## src/rtl/kogge_stone.sv

```systemverilog
// rtl/kogge_stone.sv - registered Kogge-Stone parallel-prefix adder
//
// Computes {Cout, S} = A + B + Cin through an explicit log2(WIDTH)-level
// prefix network, with the result registered (one pipeline stage).
// Optional macro KS_IN_REG_EN adds input registers in front of the adder,
// raising latency from 1 to 2 cycles without changing the function.
//
// Ports:
//   clk    - rising-edge clock
//   rst_n  - asynchronous active-low reset (clears all registers)
//   A, B   - unsigned operands, WIDTH bits
//   Cin    - carry-in
//   S      - registered sum, (A + B + Cin) mod 2^WIDTH
//   Cout   - registered carry-out, bit WIDTH of A + B + Cin
module kogge_stone #(
    parameter int WIDTH = 16
) (
    input  logic             clk,
    input  logic             rst_n,
    input  logic [WIDTH-1:0] A,
    input  logic [WIDTH-1:0] B,
    input  logic             Cin,
    output logic [WIDTH-1:0] S,
    output logic             Cout
);

    localparam int LVLS = $clog2(WIDTH);

    // Operands actually fed to the prefix network
    logic [WIDTH-1:0] a_op;
    logic [WIDTH-1:0] b_op;
    logic             cin_op;

`ifdef KS_IN_REG_EN
    logic [WIDTH-1:0] a_q;
    logic [WIDTH-1:0] b_q;
    logic             cin_q;

    always_ff @(posedge clk or negedge rst_n) begin
        if (!rst_n) begin
            a_q   <= '0;
            b_q   <= '0;
            cin_q <= 1'b0;
        end else begin
            a_q   <= A;
            b_q   <= B;
            cin_q <= Cin;
        end
    end

    assign a_op   = a_q;
    assign b_op   = b_q;
    assign cin_op = cin_q;
`else
    assign a_op   = A;
    assign b_op   = B;
    assign cin_op = Cin;
`endif

    logic [WIDTH-1:0] p_bit;
    logic [WIDTH-1:0] g_bit;

    assign p_bit = a_op ^ b_op;
    assign g_bit = a_op & b_op;

    // g_lvl[k]/p_lvl[k] hold group generate/propagate entering level k.
    // The final level's propagate is never consumed, so p_lvl stops one short.
    wire [WIDTH-1:0] g_lvl [0:LVLS];
    wire [WIDTH-1:0] p_lvl [0:LVLS-1];

    // Carry-in folded into bit 0 so the network never has to treat it specially
    assign g_lvl[0] = {g_bit[WIDTH-1:1], g_bit[0] | (p_bit[0] & cin_op)};
    assign p_lvl[0] = p_bit;

    generate
        for (genvar k = 0; k < LVLS; k++) begin : g_level
            localparam int D = 1 << k;
            for (genvar i = 0; i < WIDTH; i++) begin : g_bitpos
                if (i >= D) begin : g_merge
                    assign g_lvl[k+1][i] = g_lvl[k][i] | (p_lvl[k][i] & g_lvl[k][i-D]);
                    if (k < LVLS - 1) begin : g_pmerge
                        assign p_lvl[k+1][i] = p_lvl[k][i] & p_lvl[k][i-D];
                    end
                end else begin : g_pass
                    assign g_lvl[k+1][i] = g_lvl[k][i];
                    if (k < LVLS - 1) begin : g_ppass
                        assign p_lvl[k+1][i] = p_lvl[k][i];
                    end
                end
            end
        end
    endgenerate

    // c_0 = Cin, c_i = final group generate of bits [i-1:0]
    logic [WIDTH-1:0] carry;
    logic [WIDTH-1:0] s_d;
    logic             cout_d;

    assign carry  = {g_lvl[LVLS][WIDTH-2:0], cin_op};
    assign s_d    = p_bit ^ carry;
    assign cout_d = g_lvl[LVLS][WIDTH-1];

    logic [WIDTH-1:0] s_q;
    logic             cout_q;

    always_ff @(posedge clk or negedge rst_n) begin
        if (!rst_n) begin
            s_q    <= '0;
            cout_q <= 1'b0;
        end else begin
            s_q    <= s_d;
            cout_q <= cout_d;
        end
    end

    assign S    = s_q;
    assign Cout = cout_q;

endmodule

```

## config.mk

```make
export PLATFORM = sky130hd
export DESIGN_NAME = kogge_stone
export DESIGN_NICKNAME = d
export VERILOG_FILES = /design/src/rtl/kogge_stone.sv
export SDC_FILE = /design/constraint.sdc
export NUM_CORES = 1
export LEC_CHECK = 0
export ABC_AREA = 1
export CAP_MARGIN = 0
export CORE_MARGIN = 2
export CORE_UTILIZATION = 41
export DETAILED_ROUTE_END_ITERATION = 8
export HOLD_SLACK_MARGIN = 0.12
export PLACE_DENSITY_LB_ADDON = 0.15
export SYNTH_ARGS = -nofsm -noshare
export SYNTH_HDL_FRONTEND = slang
export SYNTH_SLANG_ARGS = --single-unit
```

## constraint.sdc

```tcl
create_clock -name clk -period 1.3 [get_ports clk]
set_clock_uncertainty 0.05 [all_clocks]
set_input_delay 0.26 -clock clk [delete_from_list [all_inputs] [get_ports clk]]
set_output_delay 0.26 -clock clk [all_outputs]
set_load 0.01 [all_outputs]
```

; ---- After elaboration in Yosys (flattened, before gate mapping)
; Index checks and enable logic that the tools add are counted.
[op_classes]
bitwise = 137
[op_table]
columns = op, count
row1 = $and A1 B1 Y1, 84
row2 = $or A1 B1 Y1, 50
row3 = $xor A16 B16 Y16, 2
row4 = $and A16 B16 Y16, 1
[word_totals]
ff_bits = 17
inputBits = 35
output_inout_bits = 17
word_cells = 139

; ---- Logic depth before layout (Yosys ltp)
; Gate-level depths: netlist of run 1.
[depth]
depth_word = 11
ltp_mapped = 10
mapped_depth_nobuf = 10

; ---- Worst setup path after synthesis of run 1
; No wires, ideal clock.
[synth_timing]
kind = in2reg
start = input port A[0]
end = register cout_q (netlist: Cout)
setup_ns = 0.123
arrival_ns = 1.408
required_time_ns = 1.127
slack_ns = -0.281
path_stages = 10
n_path_buf = 0
path_cell_list = fa_1 -> inv_1 -> fa_1 -> inv_1 -> nand3_1 -> nand3_2 -> nand3_1 -> nand3_1 -> nand2_1 -> nand2_1
[synth_via]
elab_chain_cells = 11
word_cells_on_any_way = 12
classes_between = bitwise: 12
[synth_rtl]
columns = element, line_no
row1 = "start, declared", 20  ; input logic [WIDTH-1:0] A,
row2 = $xor A16 B16 Y16, 63  ; assign p_bit = a_op ^ b_op;
row3 = $and A1 B1 Y1, 72  ; assign g_lvl[0] = {g_bit[WIDTH-1:1], g_bit[0] | (p_bit[0] & cin_op)};
row4 = $or A1 B1 Y1 *, 72
row5 = $and A1 B1 Y1 *, 80  ; assign g_lvl[k+1][i] = g_lvl[k][i] | (p_lvl[k][i] & g_lvl[k][i-D]);
row6 = $or A1 B1 Y1 *, 80
row7 = $and A1 B1 Y1 *, 80
row8 = $or A1 B1 Y1 *, 80
row9 = $and A1 B1 Y1 *, 80
row10 = $or A1 B1 Y1 *, 80
row11 = $and A1 B1 Y1 *, 80
row12 = $or A1 B1 Y1 *, 80
row13 = net cout_d, 97  ; logic cout_d;
row14 = "end signal, assigned", 112  ; cout_q <= cout_d;
row15 = "end, declared", 104  ; logic cout_q;
; Mark *: on every way through the listed nets, which the timed path passes. The rest lies on a longest branch.

; ---- Worst setup path in the final report of run 1
; Same ends and word-level chain as after synthesis.

==> impl_metrics.toml, run 1 <==
[yosys]
yosysTopAreaCell = "dfrtp_1"
syn_area_per_cell_sq_um = 6.89
yosysSeqAreaShare_pct = 30.0
yosys_warnings = 0
yosysTopAreaCellShare_pct = 30.0
synth_area_leaders = "dfrtp_1 30%, nand2_1 21%, ha_1 13%"
syn_area_sq_um = 1420
syn_inst = 206
ys_types = 21
ys_ff_latch = 17
syn-num-nets = 258

[routing]
wl_met1_mm = 1.73
vias = 1493
drt_iter0_markers = 38
wl_per_cell_um = 11.7
viasPerCell = 4.59
wirelength_mm = 3.79
drtPass1Iterations = 4
drc_errors = 0
wl_met3_um = 105
ant_nets = 0
met2_length_mm = 1.86
topRoutingLayerUsed = "met4"

[timing]
min_period_ps = 1340
hold_slack_ps = 199
hold_violations = 0
finalCritPeriodShare_pct = 103
tns_ps = -128
rsz0062_at_grt = "true"
timing.fmax_ghz = 0.747
max_slew.worst_pin.slew_ps = 296
slew-limit-headroom_pct = 80.2
slew_viol_final = 0
setup_slack_ps = -38.0
setup_viol = 5

[global_routing]
grt_antenna_before_repair = 0
grt_pass1_wl_mm = 6.05
grt_pass1_vias = 1435
grt_max_degree = 18
track_usage_pct = 19.5
grt_overflow = 0

[cts]
cts_buffers = 3
root_buffer = "clkbuf_4"
clk_path_buf_depth = 2
cts_num_sinks = 17
clkTransAtPathRegs_ps = 120
cts_tree = "yes"
cts_max_level = 1

[floorplanning]
io_pins = 52
die_h_um = 62.8
core_area_sq_um = 3340
start_util_pct = 42.5
row_count = 21
chipWidth_um = 62.8
dieArea_sq_um = 3950

[setup_path]
cp.arrival_ps = 1500
max_stage_delay_ps = 400
end_kind = "flip-flop"
critPathRequiredTime_ps = 1470
path_delay_family = "adder cells"
critPathBufInv = 3
critical_path_class = "primary input to flip-flop"
worst-path-max-fanout = 3
critPathLaunchType = "primary input"
path_cells = "buf_6, fa_2, inv_2, fa_2, inv_2, nand3_2, nand3_4, nand3_4, nand3_2, nand2_1, nand2_1"
crit_slowest_cell = "fa_2"

[run_status]
status = "finished, violations left"
violations = "negative setup slack"

[worst_hold_path]
min-delay-start = "A[0]"
whs_endpoint = "S[0]$_DFF_PN0_"
hp-class = "primary input to flip-flop"
whs_path_depth = 2

[cells_and_area]
drive_gt1_share_pct = 34.1
stdcell_area_sq_um = 2430
syn_to_final_growth_pct = 71.0
utilization_pct = 72.7
layout.nets = 332
num_antenna_cells = 0

[placement]
dp_hpwl_mm = 2.67
place.gp.congestion = 0.822
place_area_sq_um = 2150
port_buffers = 51

[power_and_ir_drop]
swShare_pct = 37.6
p_int_uw = 1220
p_clk_share_pct = 16.1
combPwrFrac_pct = 50.9
power_frac_seq_pct = 33.1
p_leak_uw = 0.00127
p_sw_uw = 737
peakVddDrop_mv = 0.340
power_density_nw_per_um2 = 808

[flow_run]
maxCapViolCount = 0
-- cell type report --
cell class	count	area, sq um
fillers	271	911
multi-input cells	146	1160
clock buffers	3	22.5
repair buffers	69	591
inverters	43	161
clock inverters	1	5.00
well taps	46	57.6
flip-flops and latches	17	425
-- sequential cells by signal (all words and copies together) (netlist names) --
name and cells:
S 16, Cout 1
-- per-layer routing --
| layer | GRT usage, % | up-vias |
|---|---|---|
| met1 | 25.3 | 668 |
| met3 | 2.70 | 9 |
| li1 | - | 771 |
| met2 | 32.0 | 45 |
| met4 | 9.17 | 0 |
| met5 | 0 | - |
-- synthesized netlist by cell type --
| cell | number |
|---|---|
| a21oi_1 | 6 |
| xor2_1 | 4 |
| a211oi_1 | 1 |
| inv_1 | 40 |
| ha_1 | 15 |
| a21oi_2 | 2 |
| fa_1 | 2 |
| nor3_2 | 2 |
| nand3b_1 | 1 |
| nand2_2 | 6 |
| dfrtp_1 | 17 |
| xnor2_1 | 3 |
| nand3_1 | 10 |
| nor2_1 | 10 |
| inv_2 | 3 |
| nand2_1 | 78 |
| nor3_1 | 1 |
| or2_4 | 1 |
| nor2_2 | 1 |
| nand4_1 | 2 |
| nand3_2 | 1 |
-- metrics by stage --
| step | cells | total power [uW] | worst slack [ps] |
|---|---|---|---|
| after global routing | 325 | 2080 | -108 |
| after floorplan | 206 | 1110 | -208 |
| after global placement | 319 | 1560 | -722 |
| final | 325 | 1960 | -38.0 |
| after detailed placement | 319 | 1570 | -776 |
| after CTS | 325 | 1880 | -44.6 |
-- worst max path at each step --
stage | from | endpoint | slack (ps) | depth (start not counted)
final | A[0] | Cout$_DFF_PN0_ | -40 | 11
after global routing | A[0] | S[12]$_DFF_PN0_ | -110 | 11
after CTS | A[0] | Cout$_DFF_PN0_ | -40 | 11
after detailed placement | Cin | S[14]$_DFF_PN0_ | -780 | 10
after global placement | Cin | S[14]$_DFF_PN0_ | -720 | 10
after floorplan | Cin | Cout$_DFF_PN0_ | -210 | 10
-- power groups by stage --
stage	Combinational, uW	Clock [uW]	Sequential [uW]
6_report	997	315	648
5_1_grt	1090	330	661
4_1_cts	921	306	649
3_5_place_dp	909	0	664
3_3_place_gp	897	0	661
2_1_floorplan	387	0	719
-- what timing repair did --
action,in CTS,in global routing
gates resized for setup,89,30
setup buffers,2,0
hold buffers,0,0
pin swaps,18,20
endpoints found under the setup margin,32,15
-- cells in the final DEF (no fill, tap or decap), drive strengths merged --
cell type       n
xor2            4
nand3b          1
dfrtp          17
nand3          11
fa              2
dlygate4sd2    40
nor2           11
xnor2           3
or2             1
nand2          84
clkdlybuf4s50   3
buf            21
clkdlybuf4s15   5
a21oi           8
a211oi          1
ha             15
inv            43
clkinv          1
clkbuf          3
nand4           2
nor3            3
-- cell families after synthesis --
family | count (synthesis) | share of synthesized area, %
fa+ha+maj | 17 | 16.0
buf+inv | 43 | 11.4
flops | 17 | 30.0
compound gates | 9 | 3.88
xor+xnor | 7 | 4.32
simple gates | 113 | 34.4
No activity file was read; power rests on OpenSTA's default activity.
==> inputs of run 2 (changes only) <==
CORE_UTILIZATION = 45   (was 41)
==> impl_metrics.toml, run 2 (synthesis gave the netlist of run 1 again) <==
[cts]
clkTransAtPathRegs_ps = 100
cts_max_level = 1
clk_path_buf_depth = 2
ctsHoldBuffers = 0
cts_num_sinks = 17
cts_buffers = 3
cts_tree = "yes"
root_buffer = "clkbuf_4"

[timing]
setup_viol = 4
slew-limit-headroom_pct = 86.4
timing.fmax_ghz = 0.743
rsz0062_at_grt = "true"
finalCritPeriodShare_pct = 104
max_slew.worst_pin.slew_ps = 203
min_period_ps = 1350
hold_violations = 0
setup_slack_ps = -46.2
slew_viol_final = 0

[setup_path]
cp.arrival_ps = 1510
critPathLaunchType = "primary input"
critical_path_class = "primary input to flip-flop"
critPathRequiredTime_ps = 1460
worst-path-max-fanout = 3
end_kind = "flip-flop"

[placement]
dp_hpwl_mm = 2.80
place_area_sq_um = 2170
place.gp.congestion = 0.833
placed_cells = 321
place_ws_ps = -749
port_buffers = 51

[cells_and_area]
drive_gt1_share_pct = 39.9
fin_cells = 332
layout.nets = 341
largest_reg_flops = 16
utilization_pct = 81.7
syn_to_final_growth_pct = 74.4
num_antenna_cells = 0
final_cell_mix = "55 x nand2_1, 35 x inv_1, 26 x dlygate4sd2_1, 25 x buf_4, 24 x nand2_2"
final_common_cell = "nand2_1"
stdcell_area_sq_um = 2470

[power_and_ir_drop]
power_uw = 1990
swShare_pct = 37.0
p_sw_uw = 738
power_frac_seq_pct = 32.4
peakVddDrop_mv = 0.404
power_density_nw_per_um2 = 805
p_int_uw = 1250
p_clk_share_pct = 14.8
combPwrFrac_pct = 52.8
p_leak_uw = 0.00131

[floorplanning]
io_pins = 52
dieArea_sq_um = 3620
core_area_sq_um = 3030
chipWidth_um = 60.2
start_util_pct = 46.9
die_h_um = 60.2
row_count = 20

[worst_hold_path]
hp-class = "primary input to flip-flop"

[global_routing]
track_usage_pct = 22.7
grt_pass1_vias = 1499
grt_antenna_before_repair = 0
grt_pass1_wl_mm = 6.18
grt_overflow = 0
grt_max_degree = 18

[routing]
wl_per_cell_um = 12.2
wirelength_mm = 4.06
drt_iter0_markers = 42
viasPerCell = 4.70
vias = 1560
drtPass1Iterations = 4
ant_nets = 0
drc_errors = 0

[run_status]
violations = "negative setup slack"
status = "finished, violations left"

[flow_run]
maxCapViolCount = 0
-- run 2: final timing paths --
check	start	to	slack, ps	cells after the start
max	A[0]	S[12]$_DFF_PN0_	-50	11
min	A[0]	S[0]$_DFF_PN0_	190	2
max in group asynchronous	rst_n	S[4]$_DFF_PN0_	820	2
min in group asynchronous	rst_n	S[7]$_DFF_PN0_	200	2
-- run 2: through the flow --
stage	hold slack (ps)	TNS, ps
after floorplan	-85.6	-1150
after global placement	549	-9330
after detailed placement	545	-9640
after CTS	197	-9.05
after global routing	205	-616
final	193	-123
-- run 2: power groups by stage --
stage	Clock, uW	Combinational, uW	Sequential, uW
2_1_floorplan	0	387	719
3_3_place_gp	0	909	660
3_5_place_dp	0	928	665
4_1_cts	291	957	649
5_1_grt	301	1150	657
6_report	294	1050	646
-- run 2: area by class of cell --
| cell class | count | area (sq um) |
|---|---|---|
| clock buffers | 3 | 22.5 |
| clock inverters | 1 | 5.00 |
| fillers | 191 | 553 |
| inverters | 43 | 161 |
| multi-input cells | 146 | 1170 |
| flip-flops and latches | 17 | 425 |
| well taps | 44 | 55.1 |
| repair buffers | 78 | 634 |
-- run 2: layer usage --
| metal | routed length [um] | vias up | GRT usage, % |
|---|---|---|---|
| li1 | - | 790 | - |
| met1 | 1750 | 723 | 28.2 |
| met2 | 2110 | 40 | 40.7 |
| met3 | 114 | 7 | 0.866 |
| met4 | 86 | 0 | 9.52 |
| met5 | 0 | - | 0 |
-- run 2: what timing repair did --
item / CTS / global route
buffers inserted: 3 / 4
gates resized for setup: 95 / 49
hold endpoints to repair: 0 / 0
endpoints found under the setup margin: 32 / 11
pin swaps: 16 / 22
gates cloned: 0 / 0
-- run 2: worst max-delay path: stages --
cell	delay (ps)
buf_6	90
fa_2	400
inv_2	70
fa_2	210
inv_2	50
nand3_4	60
nand3_4	90
nand3_2	80
nand3_2	80
nand2_1	80
nand2_1	40
==> inputs of run 3 (changes only) <==
DONT_BUFFER_PORTS = 1   (was default)
MAX_ROUTING_LAYER = met4   (was default)
==> impl_metrics.toml, run 3 (synthesis gave the netlist of run 1 again) <==
[timing]
setup_viol = 0
timing.fmax_ghz = 0.792
finalCritPeriodShare_pct = 97.1
slew-limit-headroom_pct = 54.9
rsz0062_at_grt = "true"
min_period_ps = 1260
slew_viol_final = 0
hold_violations = 0
tns_ps = 0
max_slew.worst_pin.slew_ps = 675

[routing]
vias = 1238
wl_per_cell_um = 10.2
met2_length_mm = 1.29
drtPass1Iterations = 4
viasPerCell = 4.57
wl_met1_mm = 1.34
drt_iter0_markers = 42
ant_nets = 0
drc_errors = 0
topRoutingLayerUsed = "met4"
wl_met3_um = 117
wirelength_mm = 2.77

[flow_run]
maxCapViolCount = 0

[worst_hold_path]
min-delay-start = "B[15]"
hp-class = "primary input to flip-flop"
whs_path_depth = 3
whs_endpoint = "Cout$_DFF_PN0_"

[cells_and_area]
num_antenna_cells = 0
final_common_cell = "nand2_1"
largest_reg_flops = 16
utilization_pct = 56.0
final_cell_mix = "76 x nand2_1, 38 x inv_1, 17 x dfrtp_1, 15 x buf_4, 14 x ha_1"
regArea_sq_um = 425
fillCellCount = 300
layout.nets = 280
drive_gt1_share_pct = 20.7
stdcell_area_sq_um = 1690
syn_to_final_growth_pct = 19.4
multi_input_area_sq_um = 892

[cts]
cts_max_level = 1
root_buffer = "clkbuf_4"
cts_tree = "yes"
clk_path_buf_depth = 2
cts_num_sinks = 17
clkTransAtPathRegs_ps = 90
postCtsSetupBuffers = 0
cts_buffers = 3

[floorplanning]
core_area_sq_um = 3030
io_pins = 52
start_util_pct = 46.9
dieArea_sq_um = 3620
row_count = 20
chipWidth_um = 60.2
die_h_um = 60.2

[setup_path]
critPathLaunchType = "primary input"
cp.arrival_ps = 1380
crit_start = "A[0]"
critPathRequiredTime_ps = 1420
critical_path_class = "primary input to flip-flop"
end_kind = "flip-flop"
worst-path-max-fanout = 3

[run_status]
status = "finished clean"

[global_routing]
track_usage_pct = 17.0
grt_overflow = 0
grt_antenna_before_repair = 0
grt_pass1_vias = 1137
grt_max_degree = 18
grt_pass1_wl_mm = 4.64

[power_and_ir_drop]
p_leak_uw = 0.000981
peakVddDrop_mv = 0.310
power_density_nw_per_um2 = 910

[placement]
place_area_sq_um = 1630
place.gp.congestion = 0.833
port_buffers = 0
dp_hpwl_mm = 2.47
==> run 3: cell types whose count changed in the layout (fill, tap and decap cells not counted), moves of 9 or more <==
cell             delta
buf_4              -10
clkdlybuf4s15_1    -10
clkbuf_2            -9
ha_4               -12
ha_1               +12
dlygate4sd2_1      -26
nand2_2            -16
nand2_1            +21
==> run 3: power by group <==
group	total, uW	internal [uW]	switching [uW]
Clock	260	114	146
Combinational	565	240	325
Sequential	716	629	87.5
Total	1540	983	558
==> run 3: what timing repair did <==
item,4_1_cts,5_1_grt
hold buffers,1,1
endpoints found under the setup margin,0,5
hold endpoints to repair,17,1
resized for setup,0,4
==> run 3: through the flow <==
step	hold WS (ps)	power, uW	setup WS, ps	cells
2_1_floorplan	-85.6	1110	-208	206
3_3_place_gp	-85.3	1250	-257	265
3_5_place_dp	-85.3	1270	-290	265
4_1_cts	122	1540	7.51	270
5_1_grt	187	1680	-44.4	271
6_report	182	1540	37.7	271
==> run 3: cell type report <==
cell class / count / share of cell area (%)
clock buffer: 3 / 1.33
timing repair buffer: 17 / 7.83
multi-input combinational: 146 / 52.7
tap: 44 / 3.25
sequential: 17 / 25.1
inverter: 43 / 9.53
clock inverter: 1 / 0.295
==> run 3: worst max-delay path, cell delays in order <==
cell     delay [ps]
fa_2            380
inv_2            60
fa_2            200
inv_2            50
nand3_2          70
nand3_4         100
nand3_4          80
nand3_2          70
nand2_1          70
nand2_1          40
==> run 3: per-layer routing <==
metal	global-route usage, %	up-vias
li1	-	661
met1	23.8	541
met2	26.2	32
met3	0.649	4
met4	5.40	0
met5	-	-
==> run 3: how the worst max path moves through the flow <==
stage,end,cells after the start
2_1_floorplan,Cout$_DFF_PN0_,10
6_report,Cout$_DFF_PN0_,10
3_5_place_dp,Cout$_DFF_PN0_,10
4_1_cts,Cout$_DFF_PN0_,10
3_3_place_gp,Cout$_DFF_PN0_,10
5_1_grt,Cout$_DFF_PN0_,10
